==> src/rtl/pipe_ctrl.sv <==
// Stall/flush sequencer for the 5-stage pipeline: memory-wait timeout, drain and halt.
// Define PIPE_CTRL_PERF_EN to add the stall/flush/memory-wait performance counters.
module pipe_ctrl #(
  parameter int MEM_TIMEOUT  = 16,
  parameter int DRAIN_CYCLES = 4,
  parameter int CNT_W        = 32
) (
  input  logic clk,
  input  logic rst,
  input  logic stall_lu,
  input  logic PCSrcE,
  input  logic dmem_req_M,
  input  logic dmem_ready,
  input  logic halt_req,
  output logic StallF,
  output logic StallD,
  output logic StallE,
  output logic StallM,
  output logic FlushD,
  output logic FlushE,
  output logic FlushW,
  output logic halted,
  output logic mem_err
`ifdef PIPE_CTRL_PERF_EN
  ,
  output logic [CNT_W-1:0] perf_stall_cnt,
  output logic [CNT_W-1:0] perf_flush_cnt,
  output logic [CNT_W-1:0] perf_memwait_cnt
`endif
);

  // state      | meaning
  // S_RUN      | normal issue; hazards resolved combinationally
  // S_MEM_WAIT | data memory not ready; pipeline frozen, timeout running
  // S_DRAIN    | no new fetches; bubbles pushed until the pipe is empty
  // S_HALTED   | pipeline empty and frozen until halt_req drops
  // S_ERROR    | memory timeout; frozen until reset
  typedef enum logic [2:0] {S_RUN, S_MEM_WAIT, S_DRAIN, S_HALTED, S_ERROR} state_t;

  localparam int WW = $clog2(MEM_TIMEOUT + 1);
  localparam int DW = (DRAIN_CYCLES > 1) ? $clog2(DRAIN_CYCLES) : 1;
  localparam logic [WW-1:0] WAIT_FULL  = WW'(MEM_TIMEOUT);
  localparam logic [WW-1:0] WAIT_FIRST = WW'(MEM_TIMEOUT - 1);
  localparam logic [DW-1:0] DRAIN_LOAD = DW'(DRAIN_CYCLES - 1);

  if (MEM_TIMEOUT < 1 || DRAIN_CYCLES < 1 || CNT_W < 1) begin : g_param_check
    $error("pipe_ctrl: MEM_TIMEOUT, DRAIN_CYCLES and CNT_W must all be >= 1");
  end

  state_t        state;
  logic [WW-1:0] wait_left;   // frozen cycles remaining before a timeout
  logic [DW-1:0] drain_left;  // non-frozen drain cycles remaining before HALTED
  logic          freeze;
  logic          frz_out;
  logic          hold_all;
  logic          redirect;

  assign freeze = dmem_req_M & ~dmem_ready;

  always_comb begin
    StallF   = 1'b0;
    StallD   = 1'b0;
    StallE   = 1'b0;
    StallM   = 1'b0;
    FlushD   = 1'b0;
    FlushE   = 1'b0;
    FlushW   = 1'b0;
    halted   = 1'b0;
    mem_err  = 1'b0;
    frz_out  = 1'b0;
    hold_all = 1'b0;
    redirect = 1'b0;
    if (rst) begin
      case (state)
        S_RUN, S_MEM_WAIT: begin
          // MEM_WAIT keys on ready alone: the stalled access is still in M
          if ((state == S_RUN) ? freeze : ~dmem_ready) begin
            frz_out = 1'b1;
          end else if (PCSrcE) begin
            FlushD   = 1'b1;
            FlushE   = 1'b1;
            redirect = 1'b1;
          end else if (stall_lu) begin
            StallF = 1'b1;
            StallD = 1'b1;
            FlushE = 1'b1;
          end
        end
        S_DRAIN: begin
          if (freeze) begin
            frz_out = 1'b1;
          end else begin
            StallF   = ~PCSrcE;
            FlushD   = 1'b1;
            FlushE   = PCSrcE;
            redirect = PCSrcE;
          end
        end
        S_HALTED: begin
          halted   = 1'b1;
          hold_all = 1'b1;
        end
        S_ERROR: begin
          mem_err  = 1'b1;
          hold_all = 1'b1;
        end
        default: hold_all = 1'b1;
      endcase
      if (frz_out || hold_all) begin
        StallF = 1'b1;
        StallD = 1'b1;
        StallE = 1'b1;
        StallM = 1'b1;
        FlushW = 1'b1;
        FlushD = 1'b0;
        FlushE = 1'b0;
      end
    end
  end

  always_ff @(posedge clk or negedge rst) begin
    if (!rst) begin
      state      <= S_RUN;
      wait_left  <= WAIT_FULL;
      drain_left <= DRAIN_LOAD;
    end else begin
      case (state)
        S_RUN: begin
          if (freeze) begin
            state     <= S_MEM_WAIT;
            wait_left <= WAIT_FIRST;
          end else if (halt_req) begin
            state      <= S_DRAIN;
            drain_left <= DRAIN_LOAD;
          end
        end
        S_MEM_WAIT: begin
          if (!dmem_ready) begin
            if (wait_left <= WW'(1)) state <= S_ERROR;
            else wait_left <= wait_left - WW'(1);
          end else begin
            wait_left <= WAIT_FULL;
            if (halt_req) begin
              state      <= S_DRAIN;
              drain_left <= DRAIN_LOAD;
            end else begin
              state <= S_RUN;
            end
          end
        end
        S_DRAIN: begin
          if (freeze) begin
            // a dropped halt while frozen still has to finish the memory wait
            if (wait_left <= WW'(1)) state <= S_ERROR;
            else begin
              wait_left <= wait_left - WW'(1);
              if (!halt_req) state <= S_MEM_WAIT;
            end
          end else begin
            wait_left <= WAIT_FULL;
            if (!halt_req) state <= S_RUN;
            else if (drain_left == '0) state <= S_HALTED;
            else drain_left <= drain_left - DW'(1);
          end
        end
        S_HALTED: if (!halt_req) state <= S_RUN;
        S_ERROR: state <= S_ERROR;
        default: state <= S_ERROR;
      endcase
    end
  end

`ifdef PIPE_CTRL_PERF_EN
  always_ff @(posedge clk or negedge rst) begin
    if (!rst) begin
      perf_stall_cnt   <= '0;
      perf_flush_cnt   <= '0;
      perf_memwait_cnt <= '0;
    end else begin
      if (StallF && state != S_HALTED && state != S_ERROR)
        perf_stall_cnt <= perf_stall_cnt + CNT_W'(1);
      if (redirect) perf_flush_cnt <= perf_flush_cnt + CNT_W'(1);
      if (frz_out) perf_memwait_cnt <= perf_memwait_cnt + CNT_W'(1);
    end
  end
`endif

endmodule

==> config.mk <==
export PLATFORM = sky130hd
export DESIGN_NAME = pipe_ctrl
export DESIGN_NICKNAME = d
export VERILOG_FILES = /design/src/rtl/pipe_ctrl.sv
export SDC_FILE = /design/constraint.sdc
export NUM_CORES = 1
export LEC_CHECK = 0
export ABC_AREA = 1
export CAP_MARGIN = 20
export CORE_ASPECT_RATIO = 0.75
export CORE_MARGIN = 1.5
export CORE_UTILIZATION = 37
export CTS_BUF_LIST = sky130_fd_sc_hd__clkbuf_16
export DETAILED_ROUTE_END_ITERATION = 10
export SYNTH_ARGS = -nofsm -noshare
export SYNTH_HDL_FRONTEND = slang
export SYNTH_SLANG_ARGS = --single-unit
==> constraint.sdc <==
create_clock -name clk -period 3.3 [get_ports clk]
set_input_delay 0.66 -clock clk [delete_from_list [all_inputs] [get_ports clk]]
set_output_delay 0.66 -clock clk [all_outputs]
set_load 0.02 [all_outputs]
Word-level counts from Yosys, hierarchy flattened. Cells that the tools add are included.

Bitwise logic cells: 3. Eq/ne operators: 15. Order comparisons: 1. Reduce and logical (&&, ||, !) cells: 9. Mux-type cells: 59. $add $sub $neg: 2.

Operator list (count): 1-bit 2-to-1 mux (31); 3-bit 2-to-1 mux (10); 5-bit 2-to-1 mux (4); 5-bit one-hot mux with 3 select lines (1); 2-bit 2-to-1 mux (7); 2-bit inequality test (second input constant) (7); 3-bit one-hot mux with 4 select lines (1); 4-bit inequality test (second input constant) (2); 1-bit one-hot mux with 2 select lines (4); 3-bit by 2-bit == test with 1-bit output (second input constant) (2); 3-bit inequality test (second input constant) (2); 2-bit one-hot mux with 3 select lines (1); 6-bit AND reduction (1); 5-bit by 1-bit <= comparator with 1-bit output (second input constant) (1); 5-bit AND reduction (1); 5-bit by 1-bit subtractor with 5-bit output (second input constant) (1); 3-bit by 1-bit == test with 1-bit output (second input constant) (1); 3-bit == test (second input constant) (1); 3-bit logical NOT (1); 3-bit nonzero test (1); 3-bit OR reduction (1); 2-bit logical NOT (1); 1-bit inverter (2); 2-bit AND reduction (1); other kinds (4) (4).

Bits in registers: 10. Output and inout port bits: 9. Logic and storage cells: 92.

Longest topological paths before layout.
Depth after elaboration: 9. Depth in mapped cells: 11. Gate-level depth less buffers: 11.

Least setup slack after synthesis. OpenSTA, ideal clock, no wires.

Kind: input to output. From: input dmem_ready. To: output StallE. Slack: 1.154 ns. Buffers on the path: 1. Stages on the path: 8. Data arrival time: 1.486 ns. Path through: inv_2 nand2_2 inv_1 nand2_2 nand3_1 nand2_1 inv_1 buf_4.

Longest elaborated chain between the ends: 9. Elaborated cells on any way between the ends: 10.

RTL lines: from (decl) (line 13) `input logic dmem_ready,`; 1-bit inverter * (line 58, 77); 1-bit AND (line 58) `assign freeze = dmem_req_M & ~dmem_ready;`; 1-bit 2-to-1 mux (2 in a row) (line 77) `if ((state == S_RUN) ? freeze : ~dmem_ready) begin`; 1-bit one-hot mux with 2 select lines * (line 74) `case (state)`; 1-bit 2-to-1 mux * (line 73) `if (rst) begin`; 1-bit logical OR * (line 109) `if (frz_out || hold_all) begin`; 1-bit 2-to-1 mux * (2 in a row); to (decl) (line 17) `output logic StallE,`.

Every way passes the cells marked *; elsewhere a longest branch is shown, timed or not. The select of a mux whose other input is x is not followed.

Final worst setup path.
From: input dmem_ready. To: output FlushE.

Longest elaborated chain between the ends: 9. Elaborated cells on any way between the ends: 13.

RTL lines: 1-bit inverter * (line 58, 77); 1-bit AND (line 58); 1-bit 2-to-1 mux (2 in a row) (line 77); 1-bit one-hot mux with 2 select lines (line 74); 1-bit 2-to-1 mux (line 73); 1-bit logical OR (line 109); 1-bit 2-to-1 mux * (line 109); 1-bit 2-to-1 mux * (line 73); to (decl) (line 20) `output logic FlushE,`.

Marks and branches as above.

==> run_results.csv <==
group,metric,value,unit
status,status,"finished clean",
critical_path,critPathRequiredTime,2.64,ns
min_path,hold_class,"reg -> reg",
synthesis,syn-instance-count,134,
pwr,power,1.18,mW
route,drtIter0Drc,30,
global_routing,grt_pass1_wl,3.25,mm
clock_network,clk_latency,0.24,ns
finish,layout_common_cells,"nand2_1, inv_1, clkdlybuf4s50_1",
synthesis,ys_types,25,
timing,fin_ws,0.175,ns
synthesis,synthDominantCellAreaShare,20.4,%
route,firstDrtPassIters,4,
floorplan,die-width,58.7,um
finish,n_antenna_cell,0,
min_path,min_from,"drain_left[0]$_DFFE_PN1P_",
critical_path,crit_start,"dmem_ready",
timing,finalClockSkew,0.00209,ns
global_routing,grt_use_total,16.7,%
timing,finalCriticalPeriod,3.12,ns
synthesis,yosys_warnings,0,
synthesis,yosys.area.top_type,"dfrtp_1",
floorplan,dieArea,2620,sq um
global_routing,grt_pass1_vias,769,
synthesis,ys_seq_area_share,29.5,%
route,drt_drc_violations_left,0,
floorplan,die_h,44.7,um
route,drtAntennaViolNets,0,
clock_network,tritoncts,"yes",
critical_path,path_buf_inv,4,
timing,max_freq,0.320,GHz
critical_path,start_kind,"primary input",
timing,hold_ws,0.492,ns
finish,drive_gt1_share,14.5,%
synthesis,synth_adder_area_share,4.37,%
placed_design,dpl_cell_area,1030,sq um
critical_path,endpoint_kind,"output pin",
timing,slew_violations,0,
clock_network,clk_path_buf_depth,2,
timing,hold_viol_final,0,
synthesis,synth_xor_area_share,2.04,%
pwr,vdd_ir_drop_max,427,uV
pwr,p_leak,0.601,nW
synthesis,synth_top_family_by_area,"simple AND/OR/NAND/NOR gates",
synthesis,avgSynthCellArea,6.41,sq um
clock_network,cts.repair.resized,0,
timing,setup_tns,0,ns
synthesis,synth_fp_nets,144,
synthesis,synthTopCellsByArea,"dfrtp_1, nand2_1, inv_1",
synthesis,synth_area,860,sq um
finish,multi_input_area,500,sq um
critical_path,critPathTopFamily,"buffers and inverters",
timing,slew_headroom,77.7,%
floorplan,core,2100,sq um
clock_network,htreeDepth,1,
synthesis,synth-simple-area-share,41.2,%
timing,rsz0062_at_grt,"no",
critical_path,arrival,2.46,ns
critical_path,crit_top_cell,"clkdlybuf4s50_1",
clock_network,cts_setup_buffers,0,
critical_path,cp_slowest_cell,"clkdlybuf4s50_1",
critical_path,max_stage_delay,0.62,ns
route,dr_total_vias,868,
floorplan,initial_core_util,40.9,%
placed_design,io_buffers,15,
finish,final_common_cell,"nand2_1",
job,max-cap-violations,0,
clock_network,clock-root-buffer,"clkbuf_16",
clock_network,numClockSinks,10,
finish,area_growth,29.3,%
floorplan,ios,16,
floorplan,num_rows,14,
placed_design,hpwl,1.59,mm
route,routed_via_density,4.93,
critical_path,path_class,"in -> out",
finish,stdcell_area,1110,sq um
global_routing,grt_overflow,0,
route,routed_wl,2.00,mm
timing,finalSetupViolations,0,
placed_design,place.gp.congestion,0.851,
clock_network,numCtsBuffers,3,
finish,utilization,52.9,%
clock_network,holdBufCountCts,0,
finish,nets,163,
synthesis,synthMuxAreaShare,0,%
placed_design,placed_cells,172,
synthesis,synth_compound_area_share,10.6,%
finish,fin_cells,176,
critical_path,path_cells,"clkdlybuf4s50_1 > inv_2 > nand2_2 > inv_1 > nor2_1 > nand2_1 > a21oi_1 > clkdlybuf4s50_1",
synthesis,synth_seq_cells,10,
placed_design,dp_slack,0.176,ns
clock_network,clkSlewWorstSetupHoldPaths,0.04,ns
finish,regArea,254,sq um
global_routing,antenna_found_initial,0,
timing,tightest_slew,0.331,ns
pwr,p_per_area,1060,nW/um^2
critical_path,cp_max_fo,5,
route,wl_per_cell,11.4,um
global_routing,grt_max_degree,11,
timing,period_share,94.7,%
finish,nFillCells,218,
critical_path,r2r_start,"wait_left[1]$_DFFE_PN0P_",
layout make-up:
class | instances | area share (%)
clock buffers | 3 | 6.76
clock inverters | 1 | 0.338
repair buffers | 16 | 14.2
inverters | 24 | 8.11
flip-flops and latches | 10 | 22.9
well taps | 24 | 2.70
multi-input cells | 98 | 45.0
synth_stat cells, drive strengths merged:
library cell  instances
a22oi                 1
o211ai                1
inv                  24
o21ai                 6
a21oi                 7
xnor2                 1
nand4                 3
nor2                 12
ha                    3
nand2                45
a21boi                1
nor3                  2
buf                   2
dfstp                 3
xor2                  1
dfrtp                 7
nor4                  1
nand3                14
worst paths after layout:
kind | end | slack, ns | depth (start not counted)
max reg2reg | state[0]$_DFFE_PN0P_ | 1.84 | 11
min reg2reg | drain_left[0]$_DFFE_PN1P_ | 0.49 | 2
max in group asynchronous | drain_left[1]$_DFFE_PN1P_ | 2.25 | 2
min in group asynchronous | wait_left[0]$_DFFE_PN0P_ | 0.83 | 2
min | drain_left[0]$_DFFE_PN1P_ | 0.49 | 2
max | FlushE | 0.18 | 8
logic make-up (layout without fill, tap and decap cells):
group / after synthesis / in the layout
fa+ha+maj: 3 / 3
flops: 10 / 10
xor+xnor: 2 / 2
buf+inv: 26 / 44
compound gates: 16 / 16
simple gates: 77 / 77
state kept, by name, indices dropped and copies added (netlist names):
signal / flops
state: 3
drain_left: 2
wait_left: 5
where the power goes:
group	internal [mW]	switching, mW
logic	0.272	0.434
registers	0.197	0.0563
clock network	0.159	0.0600
total	0.628	0.550
per-layer routing:
| metal | track usage, % | share of wire, % |
|---|---|---|
| met5 | 0 | 0 |
| met4 | 6.82 | 1.6 |
| met3 | 5.16 | 2.6 |
| met2 | 28.1 | 47 |
| met1 | 20.1 | 49 |
worst register-to-register path, stage by stage (launching register included):
cell and delay [ns]:
dfrtp_1 0.36, inv_1 0.14, ha_1 0.16, inv_1 0.03, nand2_1 0.06, nand2_2 0.12
nand2_1 0.09, nand2_1 0.06, nor2_2 0.14, nand2_2 0.08, nand2_1 0.06, nand2_1 0.05
Note: power is estimated with default switching activity, not from simulation.
